--- src/rtl/sram_bus_arbiter_pkg.sv ---
// Shared constants for the SRAM bus arbiter: response tag IDs and the
// like-SRAM request bundle layout {wr, wen[3:0], addr[31:0], wdata[31:0]}.
package sram_bus_arbiter_pkg;

    // Tag stored per accepted request, identifying who must receive the response.
    localparam logic ID_INST = 1'b0;
    localparam logic ID_DATA = 1'b1;

    // Width of one like-SRAM request bundle: wr + wen + addr + wdata.
    localparam int SRAM_REQ_W = 1 + 4 + 32 + 32;

    // Packs the request fields of a master into a single bundle.
    function automatic logic [SRAM_REQ_W-1:0] pack_req(
        input logic        wr,
        input logic [3:0]  wen,
        input logic [31:0] addr,
        input logic [31:0] wdata
    );
        return {wr, wen, addr, wdata};
    endfunction

endpackage

--- src/rtl/sram_bus_arbiter_tag_fifo.sv ---
// In-order 1-bit tag FIFO. One entry per accepted bus request; the head
// tells which master owns the next slave response. DEPTH must be a power
// of two so the pointers wrap naturally.
module sram_bus_arbiter_tag_fifo #(
    parameter int DEPTH = 4
) (
    input  logic                     clk,
    input  logic                     reset,
    input  logic                     push_i,
    input  logic                     push_tag_i,
    input  logic                     pop_i,
    output logic                     full_o,
    output logic                     empty_o,
    output logic                     head_o,
    output logic [$clog2(DEPTH):0]   count_o
);

    localparam int PTR_W = $clog2(DEPTH);
    localparam int CNT_W = PTR_W + 1;

    logic             mem_q [DEPTH];
    logic [PTR_W-1:0] wr_ptr_q, wr_ptr_d;
    logic [PTR_W-1:0] rd_ptr_q, rd_ptr_d;
    logic [CNT_W-1:0] count_q,  count_d;
    logic             do_push;
    logic             do_pop;

    assign full_o  = (count_q == CNT_W'(DEPTH));
    assign empty_o = (count_q == '0);
    assign head_o  = mem_q[rd_ptr_q];
    assign count_o = count_q;

    // Guard both operations so a stray push when full or pop when empty is a no-op.
    always_comb begin
        do_push  = push_i && !full_o;
        do_pop   = pop_i && !empty_o;
        wr_ptr_d = wr_ptr_q;
        rd_ptr_d = rd_ptr_q;
        count_d  = count_q;
        if (do_push) begin
            wr_ptr_d = wr_ptr_q + PTR_W'(1);
        end
        if (do_pop) begin
            rd_ptr_d = rd_ptr_q + PTR_W'(1);
        end
        case ({do_push, do_pop})
            2'b10:   count_d = count_q + CNT_W'(1);
            2'b01:   count_d = count_q - CNT_W'(1);
            default: count_d = count_q;
        endcase
    end

    // Pointer and occupancy registers; reset discards every outstanding tag.
    always_ff @(posedge clk) begin
        if (reset) begin
            wr_ptr_q <= '0;
            rd_ptr_q <= '0;
            count_q  <= '0;
        end else begin
            wr_ptr_q <= wr_ptr_d;
            rd_ptr_q <= rd_ptr_d;
            count_q  <= count_d;
        end
    end

    // Tag storage needs no reset: an entry is only read after it was written.
    always_ff @(posedge clk) begin
        if (do_push) begin
            mem_q[wr_ptr_q] <= push_tag_i;
        end
    end

endmodule

--- src/rtl/sram_bus_arbiter.sv ---
// Shares one like-SRAM slave between the IF instruction port and the EXE
// data port. Data normally has priority; an instruction request that has
// lost STARVE_MAX cycles in a row is forced through. Every accepted request
// leaves a tag in an in-order FIFO so responses can be routed back.
//
// Handshake (all ports): a request transfers in a cycle where req and
// addr_ok are both high; the master holds req and payload until then.
// Each transfer is answered by exactly one data_ok, in issue order, in a
// later cycle than the transfer.
module sram_bus_arbiter
    import sram_bus_arbiter_pkg::*;
#(
    parameter int OUTSTANDING = 4,
    parameter int STARVE_MAX  = 8
) (
    input  logic                               clk,
    input  logic                               reset,
    // instruction master
    input  logic                               inst_req,
    input  logic                               inst_wr,
    input  logic [3:0]                         inst_wen,
    input  logic [31:0]                        inst_addr,
    input  logic [31:0]                        inst_wdata,
    output logic                               inst_addr_ok,
    output logic                               inst_data_ok,
    output logic [31:0]                        inst_rdata,
    // data master
    input  logic                               data_req,
    input  logic                               data_wr,
    input  logic [3:0]                         data_wen,
    input  logic [31:0]                        data_addr,
    input  logic [31:0]                        data_wdata,
    output logic                               data_addr_ok,
    output logic                               data_data_ok,
    output logic [31:0]                        data_rdata,
    // shared slave
    output logic                               bus_req,
    output logic                               bus_wr,
    output logic [3:0]                         bus_wen,
    output logic [31:0]                        bus_addr,
    output logic [31:0]                        bus_wdata,
    input  logic                               bus_addr_ok,
    input  logic                               bus_data_ok,
    input  logic [31:0]                        bus_rdata,
    // status and observability
    output logic                               resp_err,
    output logic [$clog2(STARVE_MAX+1)-1:0]    dbg_starve_cnt,
    output logic [$clog2(OUTSTANDING):0]       dbg_fifo_count
);

    localparam int SC_W = $clog2(STARVE_MAX + 1);

    logic [SC_W-1:0]       starve_q, starve_d;
    logic                  resp_err_q, resp_err_d;

    logic                  fifo_full;
    logic                  fifo_empty;
    logic                  fifo_head;

    logic                  can_issue;
    logic                  inst_forced;
    logic                  grant_data;
    logic                  grant_inst;
    logic                  push;
    logic                  pop;

    logic [SRAM_REQ_W-1:0] inst_bundle;
    logic [SRAM_REQ_W-1:0] data_bundle;
    logic [SRAM_REQ_W-1:0] bus_bundle;

    assign inst_bundle = pack_req(inst_wr, inst_wen, inst_addr, inst_wdata);
    assign data_bundle = pack_req(data_wr, data_wen, data_addr, data_wdata);
    assign {bus_wr, bus_wen, bus_addr, bus_wdata} = bus_bundle;

    // Grant and forwarding: data wins unless the instruction port is starved.
    // A full FIFO blocks issue from the registered count even if a response
    // pops in the same cycle.
    always_comb begin
        can_issue    = !fifo_full;
        inst_forced  = inst_req && (starve_q == SC_W'(STARVE_MAX));
        grant_data   = data_req && !inst_forced;
        grant_inst   = inst_req && !grant_data;
        bus_req      = can_issue && (grant_data || grant_inst);
        // With no grant the data master's fields are presented.
        bus_bundle   = grant_inst ? inst_bundle : data_bundle;
        data_addr_ok = bus_addr_ok && bus_req && grant_data;
        inst_addr_ok = bus_addr_ok && bus_req && grant_inst;
        push         = bus_req && bus_addr_ok;
        pop          = bus_data_ok && !fifo_empty;
    end

    // Response routing from the FIFO head; read data is shared by both masters.
    always_comb begin
        inst_data_ok = bus_data_ok && !fifo_empty && (fifo_head == ID_INST);
        data_data_ok = bus_data_ok && !fifo_empty && (fifo_head == ID_DATA);
        inst_rdata   = bus_rdata;
        data_rdata   = bus_rdata;
    end

    // Starvation count and the sticky orphan-response flag.
    always_comb begin
        starve_d = starve_q;
        if (!inst_req || inst_addr_ok) begin
            starve_d = '0;
        end else if (starve_q != SC_W'(STARVE_MAX)) begin
            starve_d = starve_q + SC_W'(1);
        end
        resp_err_d = resp_err_q || (bus_data_ok && fifo_empty);
    end

    // State registers for the arbiter itself.
    always_ff @(posedge clk) begin
        if (reset) begin
            starve_q   <= '0;
            resp_err_q <= 1'b0;
        end else begin
            starve_q   <= starve_d;
            resp_err_q <= resp_err_d;
        end
    end

    assign resp_err       = resp_err_q;
    assign dbg_starve_cnt = starve_q;

    sram_bus_arbiter_tag_fifo #(
        .DEPTH (OUTSTANDING)
    ) u_tag_fifo (
        .clk        (clk),
        .reset      (reset),
        .push_i     (push),
        .push_tag_i (grant_data ? ID_DATA : ID_INST),
        .pop_i      (pop),
        .full_o     (fifo_full),
        .empty_o    (fifo_empty),
        .head_o     (fifo_head),
        .count_o    (dbg_fifo_count)
    );

endmodule

--- config.mk ---
export PLATFORM = sky130hd
export DESIGN_NAME = sram_bus_arbiter
export DESIGN_NICKNAME = d
export VERILOG_FILES = /design/src/rtl/sram_bus_arbiter_pkg.sv /design/src/rtl/sram_bus_arbiter_tag_fifo.sv /design/src/rtl/sram_bus_arbiter.sv
export SDC_FILE = /design/constraint.sdc
export NUM_CORES = 1
export LEC_CHECK = 0
export CORE_AREA = 3 3 125 127
export CTS_CLUSTER_SIZE = 20
export DETAILED_ROUTE_END_ITERATION = 8
export DIE_AREA = 0 0 128 130
export PLACE_DENSITY_LB_ADDON = 0.15
export REMOVE_ABC_BUFFERS = 1
export SETUP_SLACK_MARGIN = 0.02
export SYNTH_ARGS = -nofsm -noshare
export SYNTH_HDL_FRONTEND = slang
export SYNTH_SLANG_ARGS = --single-unit
--- constraint.sdc ---
create_clock -name clk -period 6.3 [get_ports clk]
set_clock_uncertainty 0.05 [all_clocks]
set_input_delay 1.26 -clock clk [delete_from_list [all_inputs] [get_ports clk]]
set_output_delay 1.26 -clock clk [all_outputs]
set_load 0.02 [all_outputs]
## Word-level counts from Yosys, hierarchy flattened

Memory sizes are Yosys's and may differ from the RTL's. A register that Yosys moved wholly into a read port is not among the register bits.
Cells that the tools add are included.

| storage, ports and cells | value |
|---|---|
| register bits | 12 |
| memory bits (writable) | 4 |
| output and inout port bits | 146 |
| logic and storage cells | 48 |
| memories kept | 1 |

| operators by class | value |
|---|---|
| add/sub/neg operators | 5 |
| eq/ne operators | 5 |
| multiplexer cells | 7 |
| bitwise gates (word level) | 1 |
| reductions and logical operators | 24 |

Memories:

| memory | depth | bits a word | read ports | clocked after memory_dff | write ports | RTL line | RTL |
|---|---|---|---|---|---|---|---|
| u_tag_fifo.mem_q | 4 | 1 | 1 | 1 | 1 | sram_bus_arbiter_tag_fifo.sv:21 | `logic mem_q [DEPTH];` |

Operators with widths:

| kind | number |
|---|---|
| two-way mux 69 bit | 1 |
| logical AND 1 bit | 13 |
| one-hot mux 3 bit (2 select lines) | 1 |
| logical NOT 1 bit | 5 |
| adder 2 x 1 -> 2 bit (second input constant) | 2 |
| adder 4 x 1 -> 4 bit (second input constant) | 1 |
| equality test 4 bit (second input constant) | 1 |
| two-way mux 2 bit | 2 |
| inequality test 4 bit (second input constant) | 1 |
| adder 3 x 1 -> 3 bit (second input constant) | 1 |
| equality test 3 bit (second input constant) | 1 |
| logical NOT 3 bit | 1 |
| logical OR 1 bit | 3 |
| two-way mux 1 bit | 3 |
| subtractor 3 x 1 -> 3 bit (second input constant) | 1 |
| equality test 2 x 1 -> 1 bit (second input constant) | 1 |
| equality test 2 bit (second input constant) | 1 |
| nonzero test 2 bit | 1 |
| OR reduction 2 bit | 1 |
| inverter 1 bit | 1 |

## Logic depth before layout (Yosys ltp)

| logic depth | value |
|---|---|
| depth in word-level cells | 12 |
| mapped depth | 10 |

## Modules after synthesis

A second synthesis with hierarchy kept.

| unflattened totals | value |
|---|---|
| cells, all modules | 238 |
| area, all modules | 2,270.9 um2 |

Modules (own cells, without submodules):

| module | instances | cells an instance | area an instance (um2) | seq. area each (um2) |
|---|---|---|---|---|
| sram_bus_arbiter | 1 | 179 | 1,652.8 | 100.1 |
| sram_bus_arbiter_tag_fifo | 1 | 59 | 618.1 | 300.3 |

## Worst setup path before layout

No wires, ideal clock.

| timing path | value |
|---|---|
| path kind | input to output |
| start point | input port inst_req |
| end point | output port bus_addr[0] |
| data arrival time | 2.114 ns |
| required time | 4.990 ns |
| slack | 2.876 ns |
| cell stages on the path | 3 |
| path through | a21boi_4 buf_6 mux2_2 |

| on the way | value |
|---|---|
| longest elaborated chain between the ends | 6 |

Ends and longest elaborated chain:

| element | RTL line | RTL |
|---|---|---|
| start: declaration | sram_bus_arbiter.sv:19 | `input logic inst_req,` |
| logical AND 1 bit | sram_bus_arbiter.sv:80 | `inst_forced = inst_req && (starve_q == SC_W'(STARVE_MAX));` |
| logical NOT 1 bit | sram_bus_arbiter.sv:81 | `grant_data = data_req && !inst_forced;` |
| logical AND 1 bit | sram_bus_arbiter.sv:81 |  |
| logical NOT 1 bit | sram_bus_arbiter.sv:82 | `grant_inst = inst_req && !grant_data;` |
| logical AND 1 bit * | sram_bus_arbiter.sv:82 |  |
| two-way mux 69 bit * | sram_bus_arbiter.sv:85 | `bus_bundle = grant_inst ? inst_bundle : data_bundle;` |
| end: declaration | sram_bus_arbiter.sv:40 | `output logic [31:0] bus_addr,` |

Every way passes the cells marked *; elsewhere a longest branch is shown, timed or not.

## Worst setup path in the final report

| timing path | value |
|---|---|
| start point | input port inst_req |
| end point | output port bus_wdata[5] |

| on the way | value |
|---|---|
| longest elaborated chain between the ends | 6 |

Ends and longest elaborated chain:

| element | RTL line | RTL |
|---|---|---|
| logical AND 1 bit | sram_bus_arbiter.sv:80 |  |
| logical NOT 1 bit | sram_bus_arbiter.sv:81 |  |
| logical AND 1 bit | sram_bus_arbiter.sv:81 |  |
| logical NOT 1 bit | sram_bus_arbiter.sv:82 |  |
| logical AND 1 bit * | sram_bus_arbiter.sv:82 |  |
| two-way mux 69 bit * | sram_bus_arbiter.sv:85 |  |
| end: declaration | sram_bus_arbiter.sv:41 | `output logic [31:0] bus_wdata,` |

Marks and branches as above.

==> flow_summary.json <==
{
  "path_cells": "clkdlybuf4s50_1 -> a21boi_4 -> buf_4 -> mux2_2 -> clkdlybuf4s50_1",
  "clkPwrFrac": 0.180,
  "dpl.hpwl_um": 12400,
  "p_sw_frac": 0.349,
  "cp.depth": 5,
  "io_buffer_count": 225,
  "ioPinCount": 322,
  "cpLargestDelayFamily": "buffers and inverters",
  "crit_arrival_ps": 3720,
  "layout_worst_path_cycle_share": 0.798,
  "slew_violations": 0,
  "yosys_warnings": 0,
  "finalCriticalPeriod_ps": 5030,
  "fmax_mhz": 199,
  "die_area_um2": 16600,
  "clkSinkCount": 18,
  "ys_seq_elements": 18,
  "wl_per_cell_um": 24.2,
  "fp.dieW_um": 128,
  "fillers": 1539,
  "drc_errors": 0,
  "post_cts_buffers": 0,
  "crit_path_frequent_cell": "clkdlybuf4s50_1",
  "grt_max_degree": 36,
  "tns_ps": 0,
  "netlist_area_um2": 2290,
  "postCtsHoldBufs": 0,
  "first_pass_iters": 4,
  "worst_pin_slew_ps": 596,
  "r2r_cells": 9,
  "clock_latency_ps": 250,
  "avgSynthCellArea_um2": 9.77,
  "yosysTopAreaCell": "mux2_2",
  "ctsResizeCount": 0,
  "placementRows": 44,
  "netlist_instances": 234,
  "whs_path_depth": 2,
  "gr-usage-all-layers": 0.157,
  "path_class": "in -> out",
  "cp-start-kind": "input pin",
  "chipHeight_um": 130,
  "rsz0062_at_grt": "no",
  "hold_viol_final": 0,
  "drv_cap": 0,
  "p_comb_frac": 0.586,
  "synthTopCellsByArea": "mux2_2 (34%), buf_4 (21%), dfxtp_1 (12%)",
  "grt_pass1_wl_um": 18500,
  "cts_buffers": 3,
  "grt_pass1_vias": 2552,
  "p_total_uw": 715,
  "muxShareOfSynthArea": 0.350,
  "min_path_type": "reg -> reg",
  "yosys.area_share.xor_xnor": 0.0230,
  "dp_cells": 572,
  "cp-end-kind": "output pin",
  "crit_path_top_delay_cell": "clkdlybuf4s50_1",
  "crit_required_ps": 4990,
  "p_int_uw": 465,
  "fin_cells": 576,
  "htreeDepth": 1,
  "crit_buf_inv": 3,
  "cts_tree": "yes",
  "pwr_density_cell_nw_per_um2": 166,
  "gp_congestion": 0.787,
  "antenna_found_initial": 1,
  "synth-simple-area-share": 0.0963,
  "slew_headroom": 0.601,
  "start_util": 0.157,
  "cts_buffer_depth": 2,
  "setup_viol": 0,
  "synth-compound-area-share": 0.0460,
  "overflow": 0,
  "drtIter0Drc": 53,
  "synth_top_family_by_area": "multiplexers",
  "pwr-share-seq": 0.234,
  "syn_to_final_growth_pct": 88.3,
  "leakage_nw": 1.56,
  "via_per_inst": 3.99,
  "ys_types": 35,
  "critPathMaxFanout": 21,
  "drive_above_1_share": 0.202,
  "antenna_cells": 0,
  "routed_wl_um": 13900,
  "clock-root-buffer": "clkbuf_16",
  "status": "completed",
  "power.switching_uw": 250,
  "synth_top_area_frac": 0.340,
  "dr_total_vias": 2297,
  "regToRegSetupSlack_ps": 3880,
  "synth_fa_ha_area_frac": 0.0470,
  "peakVddDrop_uv": 91.7,
  "core_um2": 14500,
  "slowest_delay_ps": 580,
  "nets": 577,
  "path_clk_slew_ps": 50,
  "seq_area_frac_synth": 0.175,
  "drtAntennaViolNets": 0
}
kinds of logic after synthesis:
kind of cell,after synthesis
buffers and inverters,82
muxes,70
and+or+nand+nor,35
DFF,18
AOI/OAI and AO/OA,15
adders and majority gates,8
xor gates and xnor gates,6
power groups by stage:
stage               logic, mW  clock network [mW]  registers (mW)
floorplan               0.184                   0           0.176
global placement        0.423                   0           0.169
detailed placement      0.421                   0           0.170
CTS                     0.425               0.133           0.168
global route            0.454               0.136           0.171
finish                  0.419               0.129           0.167
stage by stage:
step            util  cell area [um2]  setup slack [ps]  hold WS [ps]
6_report       0.296             4310              1270           419
5_1_grt        0.296             4310              1120           465
4_1_cts        0.296             4310              1260           430
3_5_place_dp   0.291             4230              1260           416
3_3_place_gp   0.291             4230              1320           407
2_1_floorplan      -             1720              2020           435
layer usage:
metal | part of all wire | wire (um) | vias to the layer above | track usage
met5 | 0.0018 | 25 | - | 0.00882
met4 | 0.0094 | 131 | 4 | 0.0212
met1 | 0.43 | 5940 | 1001 | 0.197
met2 | 0.37 | 5170 | 219 | 0.204
met3 | 0.19 | 2660 | 11 | 0.136
li1 | - | - | 1062 | -
cell usage after synthesis:
| master | number |
|---|---|
| nor4_1 | 1 |
| clkbuf_1 | 1 |
| o31ai_1 | 2 |
| and3b_1 | 1 |
| o21ai_0 | 3 |
| and2_1 | 6 |
| o311ai_0 | 1 |
| nand3b_4 | 1 |
| nand2_1 | 1 |
| a21boi_0 | 1 |
| ha_1 | 7 |
| a211oi_1 | 1 |
| o22ai_1 | 2 |
| xor2_1 | 5 |
| nor3b_4 | 1 |
| dfxtp_1 | 14 |
| or4b_1 | 1 |
| mux2_2 | 69 |
| buf_4 | 64 |
| and4bb_2 | 1 |
| or3_1 | 2 |
| a21boi_4 | 1 |
| inv_1 | 9 |
| mux4_2 | 1 |
| nand2b_1 | 1 |
| fa_1 | 1 |
| xnor2_1 | 1 |
| buf_6 | 7 |
| nor2_1 | 11 |
| nand3_1 | 5 |
| nor2b_1 | 2 |
| a21oi_1 | 4 |
| buf_2 | 1 |
| nor3_1 | 1 |
| edfxtp_1 | 4 |
worst reg2reg max path, cell delays in order (launching register included):
cell and delay, ps:
dfxtp_1 430, nor3b_4 330, nor2_1 220, inv_1 110, ha_1 180, inv_1 60
fa_1 370, xor2_1 150, or3_1 310, a21oi_1 140
path summary, 6_finish.rpt:
kind | start | end
setup / recovery | inst_req | bus_wdata[5]
hold / removal | resp_err$_SDFF_PP0_ | resp_err$_SDFF_PP0_
setup reg to reg | u_tag_fifo.count_o[2]$_SDFFE_PP0P_ | u_tag_fifo.count_o[2]$_SDFFE_PP0P_
hold reg to reg | resp_err$_SDFF_PP0_ | resp_err$_SDFF_PP0_
layout by cell type (no fill, tap or decap):
| cell type | instances |
|---|---|
| clkdlybuf4s50_1 | 225 |
| mux2_2 | 69 |
| dfxtp_1 | 14 |
| nor2_1 | 11 |
| inv_1 | 9 |
| ha_1 | 7 |
| and2_1 | 6 |
| xor2_1 | 5 |
| nand3_1 | 5 |
| a21oi_1 | 4 |
| edfxtp_1 | 4 |
| o21ai_0 | 3 |
| clkbuf_16 | 3 |
| o31ai_1 | 2 |
| nor2b_1 | 2 |
| or3_1 | 2 |
| o22ai_1 | 2 |
| and3b_1 | 1 |
| a21boi_0 | 1 |
| nand3b_4 | 1 |
| a21boi_4 | 1 |
| nor3b_4 | 1 |
| mux4_2 | 1 |
| o311ai_0 | 1 |
| or4b_1 | 1 |
| and4bb_2 | 1 |
| nand2b_1 | 1 |
| xnor2_1 | 1 |
| nor4_1 | 1 |
| nand2_1 | 1 |
| a211oi_1 | 1 |
| nor3_1 | 1 |
| fa_1 | 1 |
| clkbuf_1 | 1 |
| buf_4 | 1 |
| buf_12 | 1 |
final cells by class:
| cell class | instances | area [um2] | share of cell area |
|---|---|---|---|
| timing repair buffer | 227 | 2280 | 0.529 |
| multi-input combinational | 134 | 1280 | 0.298 |
| sequential | 18 | 400 | 0.0929 |
| tap | 184 | 230 | 0.0534 |
| clock buffer | 4 | 78.8 | 0.0183 |
| inverter | 9 | 33.8 | 0.00784 |
(Power assumes the default switching activity.)
